[src/rtl/eq_run_pkg.sv]
// Shared definitions for the equal-run stimulus generator and its detector model.
package eq_run_pkg;

  typedef enum logic [1:0] {
    IDLE  = 2'd0,
    MATCH = 2'd1,
    BREAK = 2'd2
  } state_t;

  localparam int MATCH_TARGET_DEFAULT = 4;

  localparam logic W1_IDLE = 1'b0;
  localparam logic W2_IDLE = 1'b1;

endpackage

[src/rtl/eq_run_model.sv]
// Reference model of the equal-run detector: counts consecutive matching pairs
// and pulses z_exp once MATCH_TARGET of them have been seen.
module eq_run_model
  import eq_run_pkg::*;
#(
  parameter int MATCH_TARGET = MATCH_TARGET_DEFAULT
) (
  input  logic clk,
  input  logic reset,
  input  logic w1,
  input  logic w2,
  output logic z_exp
);

  localparam int MC_W = $clog2(MATCH_TARGET + 1);
  localparam logic [MC_W-1:0] MC_MAX = MC_W'(MATCH_TARGET);

  logic [MC_W-1:0] mc_q, mc_d;
  logic            z_q;

  // The counter always clears after reaching the target, so z_exp is a single-cycle pulse.
  always_comb begin
    mc_d = mc_q + 1'b1;
    if (mc_q == MC_MAX) begin
      mc_d = '0;
    end else if (w1 != w2) begin
      mc_d = '0;
    end
  end

  always_ff @(posedge clk) begin
    if (reset) begin
      mc_q <= '0;
      z_q  <= 1'b0;
    end else begin
      mc_q <= mc_d;
      z_q  <= (mc_d == MC_MAX);
    end
  end

  assign z_exp = z_q;

endmodule

[src/rtl/eq_run_gen.sv]
// Burst generator for the equal-run detector: run_len matching pairs, then
// gap_len mismatching pairs, with a lockstep model of the detector output.
module eq_run_gen
  import eq_run_pkg::*;
#(
  parameter int LEN_W        = 4,
  parameter int MATCH_TARGET = MATCH_TARGET_DEFAULT
) (
  input  logic             clk,
  input  logic             reset,
  input  logic             start,
  input  logic [LEN_W-1:0] run_len,
  input  logic [LEN_W-1:0] gap_len,
  input  logic             w1_seed,
  output logic             w1,
  output logic             w2,
  output logic             busy,
  output logic             done,
  output logic             z_exp
);

  localparam logic [LEN_W-1:0] ONE = LEN_W'(1);

  state_t           state_q, state_d;
  logic [LEN_W-1:0] run_cnt_q, run_cnt_d;
  logic [LEN_W-1:0] gap_cnt_q, gap_cnt_d;
  logic             w1_q, w1_d;
  logic             w2_q, w2_d;
  logic             busy_q, busy_d;
  logic             done_q, done_d;

  // Counters hold the number of pairs still to emit after the one being driven now.
  always_comb begin
    state_d   = state_q;
    run_cnt_d = run_cnt_q;
    gap_cnt_d = gap_cnt_q;
    w1_d      = W1_IDLE;
    w2_d      = W2_IDLE;
    busy_d    = 1'b0;
    done_d    = 1'b0;
    case (state_q)
      IDLE: begin
        if (start) begin
          run_cnt_d = run_len;
          gap_cnt_d = gap_len;
          if (run_len != '0) begin
            state_d   = MATCH;
            run_cnt_d = run_len - ONE;
            w1_d      = w1_seed;
            w2_d      = w1_seed;
            busy_d    = 1'b1;
          end else if (gap_len != '0) begin
            state_d   = BREAK;
            gap_cnt_d = gap_len - ONE;
            w1_d      = w1_seed;
            w2_d      = ~w1_seed;
            busy_d    = 1'b1;
          end else begin
            done_d = 1'b1;
          end
        end
      end
      MATCH: begin
        if (run_cnt_q != '0) begin
          run_cnt_d = run_cnt_q - ONE;
          w1_d      = ~w1_q;
          w2_d      = ~w1_q;
          busy_d    = 1'b1;
        end else if (gap_cnt_q != '0) begin
          state_d   = BREAK;
          gap_cnt_d = gap_cnt_q - ONE;
          w1_d      = ~w1_q;
          w2_d      = w1_q;
          busy_d    = 1'b1;
        end else begin
          state_d = IDLE;
          done_d  = 1'b1;
        end
      end
      BREAK: begin
        if (gap_cnt_q != '0) begin
          gap_cnt_d = gap_cnt_q - ONE;
          w1_d      = ~w1_q;
          w2_d      = w1_q;
          busy_d    = 1'b1;
        end else begin
          state_d = IDLE;
          done_d  = 1'b1;
        end
      end
      default: begin
        state_d = IDLE;
      end
    endcase
  end

  always_ff @(posedge clk) begin
    if (reset) begin
      state_q   <= IDLE;
      run_cnt_q <= '0;
      gap_cnt_q <= '0;
      w1_q      <= W1_IDLE;
      w2_q      <= W2_IDLE;
      busy_q    <= 1'b0;
      done_q    <= 1'b0;
    end else begin
      state_q   <= state_d;
      run_cnt_q <= run_cnt_d;
      gap_cnt_q <= gap_cnt_d;
      w1_q      <= w1_d;
      w2_q      <= w2_d;
      busy_q    <= busy_d;
      done_q    <= done_d;
    end
  end

  eq_run_model #(
    .MATCH_TARGET(MATCH_TARGET)
  ) u_model (
    .clk  (clk),
    .reset(reset),
    .w1   (w1_q),
    .w2   (w2_q),
    .z_exp(z_exp)
  );

  assign w1   = w1_q;
  assign w2   = w2_q;
  assign busy = busy_q;
  assign done = done_q;

endmodule

[config.mk]
export PLATFORM = sky130hd
export DESIGN_NAME = eq_run_gen
export DESIGN_NICKNAME = d
export VERILOG_FILES = /design/src/rtl/eq_run_pkg.sv /design/src/rtl/eq_run_model.sv /design/src/rtl/eq_run_gen.sv
export SDC_FILE = /design/constraint.sdc
export NUM_CORES = 1
export LEC_CHECK = 0
export ABC_AREA = 1
export BUFFER_PORTS_ARGS = -buffer_cell sky130_fd_sc_hd__buf_4
export CAP_MARGIN = 10
export CORE_MARGIN = 2
export CORE_UTILIZATION = 30
export DETAILED_ROUTE_END_ITERATION = 6
export GPL_TIMING_DRIVEN = 1
export PLACE_DENSITY = 0.48
export SLEW_MARGIN = 30
export SYNTH_ARGS = -nofsm -noshare
export SYNTH_HDL_FRONTEND = slang
export SYNTH_SLANG_ARGS = --single-unit
[constraint.sdc]
create_clock -name clk -period 4.2 [get_ports clk]
set_clock_uncertainty 0.1 [all_clocks]
set_input_delay 0.63 -clock clk [delete_from_list [all_inputs] [get_ports clk]]
set_output_delay 0.63 -clock clk [all_outputs]
set_load 0.005 [all_outputs]
# Yosys cells after proc, flatten, opt, wreduce, memory -nomap -nowiden
# Index checks and enable logic that the tools add are counted.
totals:
  out_inout_bits: 5
  wordCells: 79
  reg_bits: 18
  in_bits: 12
classes:
  reduce_logical: 10
  bitwise: 2
  add_sub_neg: 5
  n_eq_ne: 10
  mux: 43
ops:
  columns: ["operator", "count"]
  rows:
  - ["2-to-1 mux 4 bit", 8]
  - ["2-to-1 mux 1 bit", 20]
  - ["nonzero test 4 bit", 4]
  - ["subtractor 4 x 1 -> 4 bit, second input constant", 4]
  - ["2-to-1 mux 2 bit", 6]
  - ["case mux 1 bit (3 select lines)", 4]
  - ["case mux 4 bit (3 select lines)", 1]
  - ["!= test 2 bit, second input constant", 4]
  - ["case mux 4 bit (2 select lines)", 1]
  - ["== test 3 bit, second input constant", 2]
  - ["2-to-1 mux 3 bit", 2]
  - ["case mux 2 bit (3 select lines)", 1]
  - ["AND reduction 3 bit", 2]
  - ["AND reduction 4 bit", 1]
  - ["adder 3 x 1 -> 3 bit, second input constant", 1]
  - ["!= test 3 bit, second input constant", 1]
  - ["nonzero test 3 bit", 1]
  - ["== test 2 x 1 -> 1 bit, second input constant", 1]
  - ["== test 2 bit, second input constant", 1]
  - ["zero test 2 bit", 1]
  - ["NOT 1 bit", 2]
  - ["nonzero test 2 bit", 1]
  - ["!= test 1 bit", 1]

# Logic depth before layout (Yosys ltp)
logic_depth:
  depth_word: 5
  ltp_mapped: 11
  depth_no_buf: 11

# By module
# From an unflattened synthesis, not the netlist that was laid out.
hier_totals:
  hier_cells: 229
  area_unflattened_um2: 1390.1
by_module_without_submodules:
  columns: ["mod", "area_per_inst_um2", "cells_per_inst", "instances", "seq_area_each_um2"]
  rows:
  - ["eq_run_gen", 1188.6, 199, 1, 280.3]
  - ["eq_run_model", 201.4, 30, 1, 80.1]

# Worst setup path before layout
# No wires, ideal clock.
synth_path:
  path_type: "input to register"
  from: "input run_len[0]"
  to: "register state_q[0]"
  arrival_time_ns: 1.452
  setup_time_ns: 0.113
  required_ns: 3.987
  cell_stages: 9
  path_buffers: 0
  slack_ns: 2.535
  path_cell_list: "inv_1 > ha_1 > nand2_2 > nor2_8 > nand3_1 > nand2_1 > nor2_1 > nor2_1 > nor2_1"
synth_between:
  elab_chain_cells: 4
  elab_cells_between_ends: 6
synth_rtl:
  columns: ["item", "line", "text"]
  rows:
  - ["from (decl)", "eq_run_gen.sv:12", "input logic [LEN_W-1:0] run_len,"]
  - ["nonzero test 4 bit *", "eq_run_gen.sv:46", "if (run_len != '0) begin"]
  - ["2-to-1 mux 2 bit", "eq_run_gen.sv:46", null]
  - ["2-to-1 mux 2 bit", "eq_run_gen.sv:43", "if (start) begin"]
  - ["case mux 2 bit (3 select lines)", "eq_run_gen.sv:41", "case (state_q)"]
  - ["to (signal assigned)", "eq_run_gen.sv:107", "state_q <= state_d;"]
  - ["to (decl)", "eq_run_gen.sv:24", "state_t state_q, state_d;"]
# Mark *: on every way between the ends. The rest lies on a longest branch, timed or not. The select of a mux whose other input is x is not followed.
# A chain may end at the register's enable or synchronous reset.

# Worst setup path after layout
layout_path:
  from: "register state_q[0]"
  to: "register run_cnt_q[2]"
layout_between:
  elab_chain_cells: 3
  elab_cells_between_ends: 7
layout_rtl:
  columns: ["item", "line", "text"]
  rows:
  - ["== test 2 x 1 -> 1 bit or zero test 2 bit (tied branches)", "eq_run_gen.sv:41", null]
  - ["!= test 2 bit (no line) or nonzero test 2 bit (tied branches)", null, null]
  - ["AND reduction 3 bit (no line)", null, null]
  - ["to (signal assigned)", "eq_run_gen.sv:108", "run_cnt_q <= run_cnt_d;"]
  - ["to (decl)", "eq_run_gen.sv:25", "logic [LEN_W-1:0] run_cnt_q, run_cnt_d;"]
# Parallel ways exist; a longest one is shown, timed or not.

==> flow_summary.toml <==
[run_status]
status = "completed"

[detailed_routing]
drt_first_pass_iters = 4
wl_per_cell_um = 10.3
drc = 0
drt_wl_total_um = 2820
drtIter0Drc = 55
vias = 1249
viasPerCell = 4.58
ant_nets = 0

[clock_network]
clock-sinks = 18
cts_setup_buffers = 0
hold_buffers = 0
clkTransAtPathRegs_ns = 0.07
cts-root-buf = "clkbuf_8"
cts_buffer_depth = 2
clk_latency_ns = 0.26
cts.repair.resized = 0
htree_levels = 1
cts_buffers = 3
cts_tree = "yes"

[min_path]
hold_depth = 1
hold_end = "u_model.mc_q[0]"
hold_path_class = "reg -> reg"
min-delay-start = "u_model.mc_q[0]"

[floorplan]
rows = 24
core_mm2 = 0.00429
dieWidth_um = 70.4
floorplan.initialDensity_pct = 30.8
ioPinCount = 17
die_y_um = 70.4
dieArea_mm2 = 0.00496

[logic_synthesis]
yosysTopAreaCellShare_pct = 27.2
synthesis.instances = 203
synth_edf_count = 0
ys_seq_area_share_pct = 27.2
syn_nets = 225
synth-seq-cells = 18
synth.area.top_cells = "dfxtp_1 (27%), nand2_1 (12%), ha_1 (9.5%)"
async_reset_ff_share_pct = 0
syn_area_per_cell_um2 = 6.51
yosys.area.top_type = "dfxtp_1"
yosysWarningCount = 0
ys_types = 27
yosys_most_used_dff = "dfxtp_1"
netlist_area_mm2 = 0.00132

[timing]
hold_viol = 0
period_minus_slack_ns = 1.71
fin_setup_tns_ns = 0
setup_viol = 0
worst_pin_slew_ns = 0.379
maxSlewHeadroom_pct = 74.7
period_share_pct = 40.6
slew_violations = 0
rsz0062_at_grt = "false"
fmax_mhz = 586
setup_ws_ns = 2.49

[critical_path]
crit_required_ns = 4.25
crit_path_cell_trace = "inv_1, ha_1, nand2_1, o21ai_1, nand2_1, inv_2, nand2_1, a21oi_1, nor2_1"
rrSetupSlack_ns = 2.49
crit_path_end_kind = "flop"
arrival_ns = 1.76
timing.rr.start = "state_q[0]"
reg2regPathDepth = 9
cp.buffers_inverters = 2
path_class = "reg -> reg"
start_kind = "flop"
cp_slowest_stage_delay_ns = 0.39
r2r-end = "run_cnt_q[2]"
cpMostUsedCell = "nand2_1"
cpMaxStageDelayCell = "ha_1"
cpLargestDelayFamily = "adder cells"
path_max_fanout = 9

[layout]
seq_area_um2 = 360
drive_gt1_share_pct = 19.5
area_growth_pct = 16.7
nets = 244
antenna_cells = 0
n_fill_cell = 489
multiInputGateArea_um2 = 805

[global_route]
grt_max_degree = 11
gr-usage-all-layers_pct = 13.3
overflow = 0
grt_pass1_vias = 1165
grt_pass1_wl_um = 5290
antenna_found_initial = 0

[place]
io_buffers = 16
dp_hpwl_um = 2290
gp_congestion = 0.792
pre_cts_ws_ns = 2.27

[power_and_ir_drop]
p_per_area_mw_per_mm2 = 613
p_leak_nw = 0.802
ir_drop_v = 0.000233

[run]
max-cap-violations = 0
-- worst max path at each step --
stage	from	end	slack (ns)	cells past startpoint
after floorplan	run_len[0]	state_q[0]	2.54	9
after global placement	gap_len[0]	state_q[0]	2.29	11
after detailed placement	run_len[0]	state_q[0]	2.27	11
after CTS	state_q[0]	run_cnt_q[2]	2.49	9
after global routing	state_q[0]	run_cnt_q[2]	2.33	9
final	state_q[0]	run_cnt_q[2]	2.49	9
-- layout by cell type, fill, tap and decap left out --
master / n
nand2_1: 42
inv_1: 26
nor2_1: 25
nand3_1: 20
dfxtp_1: 18
buf_4: 16
a21oi_1: 14
inv_2: 10
ha_1: 10
o21ai_0: 5
o21ai_1: 4
nand2_2: 4
clkbuf_8: 4
nor3_1: 3
xor2_1: 3
nand4_1: 3
nand3_2: 2
nor2_4: 2
a21oi_2: 2
nor2_2: 1
clkinv_1: 1
xnor2_1: 1
nor3b_1: 1
nor2_8: 1
nand2_4: 1
or2_1: 1
o211ai_1: 1
-- registers in the layout, summed over array words and instances (netlist names) --
signal         cells
state_q            2
w1                 1
run_cnt_q          4
done               1
u_model.z_exp      1
busy               1
gap_cnt_q          4
u_model.mc_q       3
w2                 1
-- metrics by stage --
stage	cell area (µm²)	util (%)	hold slack (ns)	cells	power (W)
after floorplan	1320	-	0.349	203	0.000693
after global placement	1490	34.7	0.387	269	0.000815
after detailed placement	1490	34.7	0.388	269	0.000809
after CTS	1540	36.0	0.400	273	0.000963
after global routing	1540	36.0	0.442	273	0.00107
final	1540	36.0	0.397	273	0.000947
-- layout make-up --
| cell class | count | share of cell area (%) |
|---|---|---|
| repair buffers | 16 | 7.78 |
| flip-flops and latches | 18 | 23.3 |
| well taps | 52 | 4.21 |
| inverters | 37 | 9.00 |
| clock buffers | 4 | 3.57 |
| multi-input cells | 146 | 52.1 |
-- power breakdown --
| group | total, W | switching, W | internal [W] |
|---|---|---|---|
| Combinational | 0.000534 | 0.000333 | 0.000201 |
| Sequential | 0.000266 | 0.0000386 | 0.000228 |
| Clock | 0.000146 | 0.0000629 | 0.0000834 |
-- Yosys cell counts (3+ instances only) --
cell type,number
a21oi_1,14
xor2_1,3
o21ai_0,5
o21ai_1,4
nand3_1,20
nand2_2,4
nor2_1,25
inv_2,10
inv_1,26
nor3_1,3
nand2_1,42
nand4_1,3
dfxtp_1,18
ha_1,10
-- routing by layer --
metal  global-route usage [%]  wire length, µm  share of wire [%]  vias up
met1                     18.1             1410                 50      545
met2                     20.5             1240                 44       20
met5                        0                0                  0        -
met3                     3.32              133                4.7        4
met4                     4.49               42                1.5        0
li1                         -                -                  -      680
-- cell families (layout without fill, tap and decap cells) --
group / Yosys count / count (layout) / share of synthesized area, %
flops: 18 / 18 / 27.2
fa+ha+maj: 10 / 10 / 9.46
buf+inv: 39 / 57 / 11.9
compound gates: 26 / 26 / 10.6
simple gates: 106 / 106 / 38.1
xor+xnor: 4 / 4 / 2.65
-- worst reg2reg max path: stages, from the launching register on --
cell and delay, ns:
dfxtp_1 0.34, inv_1 0.09, ha_1 0.39, nand2_1 0.12, o21ai_1 0.09, nand2_1 0.13
inv_2 0.12, nand2_1 0.07, a21oi_1 0.11, nor2_1 0.04
(Power assumes the default switching activity.)
